File: config.mk
export PLATFORM = sky130hd
export DESIGN_NAME = counter_seq_ctrl
export DESIGN_NICKNAME = d
export VERILOG_FILES = /design/src/rtl/counter_seq_ctrl.sv
export SDC_FILE = /design/constraint.sdc
export NUM_CORES = 1
export LEC_CHECK = 0
export BUFFER_PORTS_ARGS = -buffer_cell sky130_fd_sc_hd__buf_2
export CAP_MARGIN = 20
export CORE_AREA = 2 2 39 41
export CTS_CLUSTER_DIAMETER = 60
export CTS_CLUSTER_SIZE = 16
export DETAILED_ROUTE_END_ITERATION = 8
export DIE_AREA = 0 0 41 43
export PLACE_DENSITY_LB_ADDON = 0.15
export SYNTH_ARGS = -nofsm -noshare
export SYNTH_HDL_FRONTEND = slang
export SYNTH_SLANG_ARGS = --single-unit
export TNS_END_PERCENT = 30
File: constraint.sdc
create_clock -name clk -period 2.56 [get_ports clk]
set_clock_uncertainty 0.1 [all_clocks]
set_input_delay 0.384 -clock clk [delete_from_list [all_inputs] [get_ports clk]]
set_output_delay 0.384 -clock clk [all_outputs]
set_load 0.005 [all_outputs]
File: src/rtl/counter_seq_ctrl.sv
// Sequencing controller for a WIDTH-bit up-counter: load, count to limit, stop or reload.
// Optional interrupt (irq/irq_clr) enabled by defining COUNTER_SEQ_CTRL_IRQ_EN.
module counter_seq_ctrl #(
    parameter int WIDTH = 4
) (
    input  logic             clk,
    input  logic             rest,
    input  logic             start,
    input  logic             stop,
    input  logic             pause,
    input  logic             reload,
    input  logic [WIDTH-1:0] start_val,
    input  logic [WIDTH-1:0] limit,
    output logic [WIDTH-1:0] count,
    output logic [1:0]       state,
    output logic             busy,
    output logic             tc
`ifdef COUNTER_SEQ_CTRL_IRQ_EN
    ,
    input  logic             irq_clr,
    output logic             irq
`endif
);

    typedef enum logic [1:0] {
        ST_IDLE = 2'b00,
        ST_RUN  = 2'b01,
        ST_HOLD = 2'b10,
        ST_DONE = 2'b11
    } state_t;

    localparam logic [WIDTH-1:0] CNT_ONE = WIDTH'(1);

    state_t           state_reg, state_next;
    logic [WIDTH-1:0] count_reg, count_next;
    logic             tc_reg, tc_next;

    always_ff @(posedge clk or negedge rest) begin
        if (!rest) begin
            state_reg <= ST_IDLE;
            count_reg <= '0;
            tc_reg    <= 1'b0;
        end else begin
            state_reg <= state_next;
            count_reg <= count_next;
            tc_reg    <= tc_next;
        end
    end

    // Priority: stop > start > pause; start is only honoured from IDLE/DONE.
    always_comb begin
        state_next = state_reg;
        count_next = count_reg;
        tc_next    = 1'b0;
        if (stop) begin
            state_next = ST_IDLE;
            count_next = '0;
        end else begin
            unique case (state_reg)
                ST_IDLE, ST_DONE: begin
                    if (start) begin
                        state_next = ST_RUN;
                        count_next = start_val;
                    end
                end
                ST_RUN: begin
                    // Pausing defers any terminal evaluation until resumed.
                    if (pause) begin
                        state_next = ST_HOLD;
                    end else if (count_reg == limit) begin
                        tc_next = 1'b1;
                        if (reload) begin
                            count_next = start_val;
                        end else begin
                            state_next = ST_DONE;
                        end
                    end else begin
                        count_next = count_reg + CNT_ONE;
                    end
                end
                ST_HOLD: begin
                    if (!pause) begin
                        state_next = ST_RUN;
                    end
                end
                default: begin
                    state_next = ST_IDLE;
                end
            endcase
        end
    end

    assign count = count_reg;
    assign state = state_reg;
    assign busy  = (state_reg == ST_RUN) || (state_reg == ST_HOLD);
    assign tc    = tc_reg;

`ifdef COUNTER_SEQ_CTRL_IRQ_EN
    logic irq_reg;

    // Set on the terminal edge dominates a coincident clear; stop leaves irq alone.
    always_ff @(posedge clk or negedge rest) begin
        if (!rest) begin
            irq_reg <= 1'b0;
        end else if (tc_next) begin
            irq_reg <= 1'b1;
        end else if (irq_clr) begin
            irq_reg <= 1'b0;
        end
    end

    assign irq = irq_reg;
`endif

endmodule

* Word level (Yosys, flattened, before mapping) *
Index checks and enable logic that the tools add are counted.

storage, ports and cells
  bits in registers = 7
  input port bits = 14
  output and inout bits = 8
  word-level logic and storage cells = 37

operators by class
  add/sub/neg operators = 1
  equality and inequality tests = 10
  mux-type cells = 17
  reductions and logical operators = 6

operators by type and width
  kind                 number
  $mux 4               5
  $mux 2               6
  $ne 4x4->1 const B   3
  $ne 3x3->1 const B   3
  $pmux 4 s2           1
  $reduce_and 4->1     2
  $pmux 2 s3           1
  $add 4x1->4 const B  1
  $eq 2x2->1 const B   2
  $eq 4x4->1           1
  $mux 1               4
  $reduce_bool 3->1    1
  $eq 2x1->1 const B   1
  $logic_not 2->1      1
  $reduce_or 2->1      1
  $logic_or 1x1->1     1

* Depth between registers and ports, before layout *
  word-level depth = 5
  mapped depth = 8
  depth with buffers taken out = 7

* Worst setup path after synthesis *
Ideal clock, no wire load.

  kind = register to register
  start point = register count_reg[0], in the netlist count[0]
  end point = register count_reg[0], in the netlist count[0]
  setup time = 124 ps
  data arrival time = 1642 ps
  required time = 2336 ps
  setup slack = 694 ps
  stages on the path, launching flop included = 6
  path buffers = 0
  path through = dfrtp_1 > xor2_1 > or4_4 > o31a_4 > o21ai_1 > a21oi_1

between the ends
  longest elaborated chain between the ends = 5
  elaborated cells between the ends (all ways) = 8
  classes of those cells = 1 x add/sub; 2 x eq/ne; 4 x mux; 1 x reduce/logical

ends and longest elaborated chain
  item                                              RTL line  source
  from (decl)                                       35        logic [WIDTH-1:0] count_reg, count_next;
  from (signal assigned)                            45        count_reg <= count_next;
  $add 4x1->4 / $eq 4x4->1 (equally long branches)  78, 70
  $mux 4                                            70        end else if (count_reg == limit) begin
  $mux 4                                            68        if (pause) begin
  $pmux 4 s2                                        59        unique case (state_reg)
  $mux 4                                            55        if (stop) begin

Several ways; a longest one is shown, not always the timed one. The select of a mux whose other input is x is not followed.
A chain may end at the register's enable or synchronous reset.

* Final worst setup path *
  start point = register count_reg[0], in the netlist count[0]
  end point = register count_reg[3], in the netlist count[3]

Same word-level chain as after synthesis.

==> impl_metrics.py <==
metrics = {
    "setup_path": {
        "critPathSlowestCell": "or4_4",
        "path_class": "reg -> reg",
        "cp_num_buf_inv": 0,
        "worst-path-stages": 5,
        "worstPathArrival_ps": 1990,
        "rr_startpoint": "count[0]",
        "r2r_cells": 5,
        "critPathCaptureType": "register",
        "cpPeakStageDelay_ps": 580,
        "cp-startpoint": "count[0]",
        "crit_family": "simple AND/OR/NAND/NOR gates",
        "cp.required_ps": 2580,
        "path_cells": "xor2_1 > or4_4 > o31a_4 > nand2_1 > o2bb2ai_1",
        "path_max_fanout": 7,
        "startpoint_type": "register",
    },
    "yosys": {
        "yosysTopAreaCellShare_pct": 34.4,
        "synth_area_sq_um": 509,
        "synthFlopType": "dfrtp_1",
        "synthCells": 54,
        "seq_area_frac_synth_pct": 34.4,
        "synth_top_family_by_area": "compound AO/OA/AOI/OAI gates",
        "synth_compound_area_share_pct": 29.7,
        "yosys_warnings": 0,
        "synthTopCellsByCount": "7 x a21oi_1, 7 x dfrtp_1, 5 x inv_1",
        "synth_cell_type_count": 24,
        "syn_avg_cell_area_sq_um": 9.43,
        "mappedNetlistNets": 71,
        "synth_top_area_cell": "dfrtp_1",
        "synth-xor-area-share_pct": 6.88,
        "ys_async_sr_fraction_pct": 100,
        "synth-seq-cells": 7,
        "synth.top_cells.by_area": "dfrtp_1 34%, ha_1 7.4%, a21oi_1 6.9%",
        "synth-simple-area-share_pct": 15.2,
        "synth_edf_count": 0,
        "synth_adder_area_share_pct": 7.37,
        "muxShareOfSynthArea_pct": 1.97,
    },
    "clock_network": {
        "numCtsBuffers": 3,
        "cts_max_level": 1,
        "numClockSinks": 7,
        "cts_tree": "built",
        "root_buffer": "clkbuf_4",
        "clk_path_buf_depth": 2,
        "insertion_delay_ps": 240,
        "path_clk_slew_ps": 50,
    },
    "grt": {
        "grt_pass1_vias": 462,
        "grt_overflow": 0,
        "grt_pass1_wl_mm": 1.86,
        "grt_max_degree": 9,
        "gr-usage-all-layers_pct": 15.7,
        "antenna_found_initial": 0,
    },
    "placement": {
        "hpwlAfterDp_um": 910,
        "portBuffers": 21,
        "dp_cells": 90,
        "gp_congestion": 0.717,
    },
    "pwr": {
        "power.internal_mw": 0.329,
        "sequentialPowerShare_pct": 31.9,
        "cellLeakagePower_nw": 0.341,
        "p_clk_share_pct": 17.2,
        "switchingPower_mw": 0.231,
        "p_per_area_nw_per_um2": 839,
        "p_comb_share_pct": 50.9,
        "irDropWorstVdd_mv": 0.435,
        "p_sw_share_pct": 41.2,
    },
    "finish": {
        "utilization_pct": 48.2,
        "num-nets-final": 97,
        "areaGrowthSynthToFinish_pct": 31.0,
        "largest_reg_flops": 4,
        "final_layout_size_suffix_gt1_share_pct": 35.4,
        "num_antenna_cells": 0,
        "fillCellCount": 150,
        "stdcell_count": 95,
    },
    "sta": {
        "finalHoldViolCount": 0,
        "slew_headroom_pct": 63.6,
        "fmax_mhz": 507,
        "setup_viol": 0,
        "worst_pin_slew_ps": 544,
        "setup_tns_ps": 0,
        "fin_crit_sh_pct": 77.0,
        "rsz0062_at_grt": "false",
        "slew_viol_final": 0,
        "min_period_ps": 1970,
    },
    "hold_path": {
        "hold_path_class": "in -> reg",
        "min-delay-start": "pause",
        "worstHoldPathCells": 2,
    },
    "floorplan": {
        "dieWidth_um": 41,
        "ios": 22,
        "rows": 14,
        "die_h_um": 43,
        "floorplan.initialDensity_pct": 36.8,
        "fp.coreArea_sq_um": 1380,
        "die-area_sq_um": 1760,
    },
    "route": {
        "num_vias": 481,
        "drc_errors": 0,
        "post_drt_wl_per_cell_um": 11.5,
        "ant_nets": 0,
        "drt_first_iter_violations": 2,
        "viasPerCell": 5.06,
        "drt-total-wl_mm": 1.09,
        "dr.pass1.iters": 3,
    },
    "run": {
        "drv_cap": 0,
    },
    "status": {
        "outcome": "finished clean",
    },
}
[cell families (layout without fill, tap and decap cells)]
logic type / after synthesis / count (layout)
AND/OR/NAND/NOR: 14 / 14
flip-flops: 7 / 7
adder cells (fa/ha/maj): 3 / 3
AO/OA/AOI/OAI: 19 / 19
multiplexers: 1 / 1
buffers and inverters: 6 / 31
XOR/XNOR: 4 / 4
[power groups by stage]
stage               Sequential (mW)  Clock, mW  Combinational, mW
global route                  0.186      0.106              0.328
floorplan                     0.175          0              0.203
detailed placement            0.181          0              0.284
CTS                           0.179     0.0989              0.288
global placement              0.179          0              0.284
finish                        0.178     0.0964              0.285
[placed cells by master, fill, tap and decap left out, drive strengths merged, types with 2 or more instances in the layout]
cell and count:
buf 21, o21ai 5, ha 3, dfrtp 7, o2bb2ai 2, nand3 2, nand2 2, nor2b 3
nor2 3, a21oi 7, inv 5, clkbuf 4, xor2 4
[layout make-up]
type / count / area (sq um) / area share, %
multi-input combinational: 41 / 312 / 46.7
sequential: 7 / 175 / 26.3
timing repair buffer: 22 / 115 / 17.3
clock buffer: 4 / 26.3 / 3.94
tap: 16 / 20.0 / 3.00
inverter: 5 / 18.8 / 2.81
[per-stage QoR]
step	setup WS (ps)	total power, mW	area (sq um)	hold WS, ps
3_5_place_dp	547	0.466	631	125
3_3_place_gp	571	0.463	631	126
2_1_floorplan	694	0.378	509	-11.6
5_1_grt	421	0.620	667	263
4_1_cts	584	0.567	667	257
6_report	589	0.559	667	263
[path summary, 6_finish.rpt]
| path | to | slack [ps] |
|---|---|---|
| worst max-delay path | count[3] | 590 |
| worst min-delay path | tc | 260 |
| worst max register to register | count[3] | 590 |
| worst min register to register | state[1] | 490 |
| max in group asynchronous | count[2] | 1810 |
| min in group asynchronous | state[0] | 390 |
[what timing repair did]
item | CTS | global route
gates resized for setup | 0 | 0
hold endpoints to repair | 7 | 0
endpoints found under the setup margin | 0 | 0
setup buffers | 0 | 0
hold buffers | 1 | 0
[layer usage]
layer  routed length [um]  vias up  share of wire (%)  global-route usage [%]
met1                  521      217                 48                    21.3
met2                  498       13                 46                    22.8
met4                    6        0               0.55                    6.00
met3                   63        2                5.8                    4.71
met5                    0        -                  0                       0
li1                     -      249                  -                       -
No activity file was read; power rests on OpenSTA's default activity.
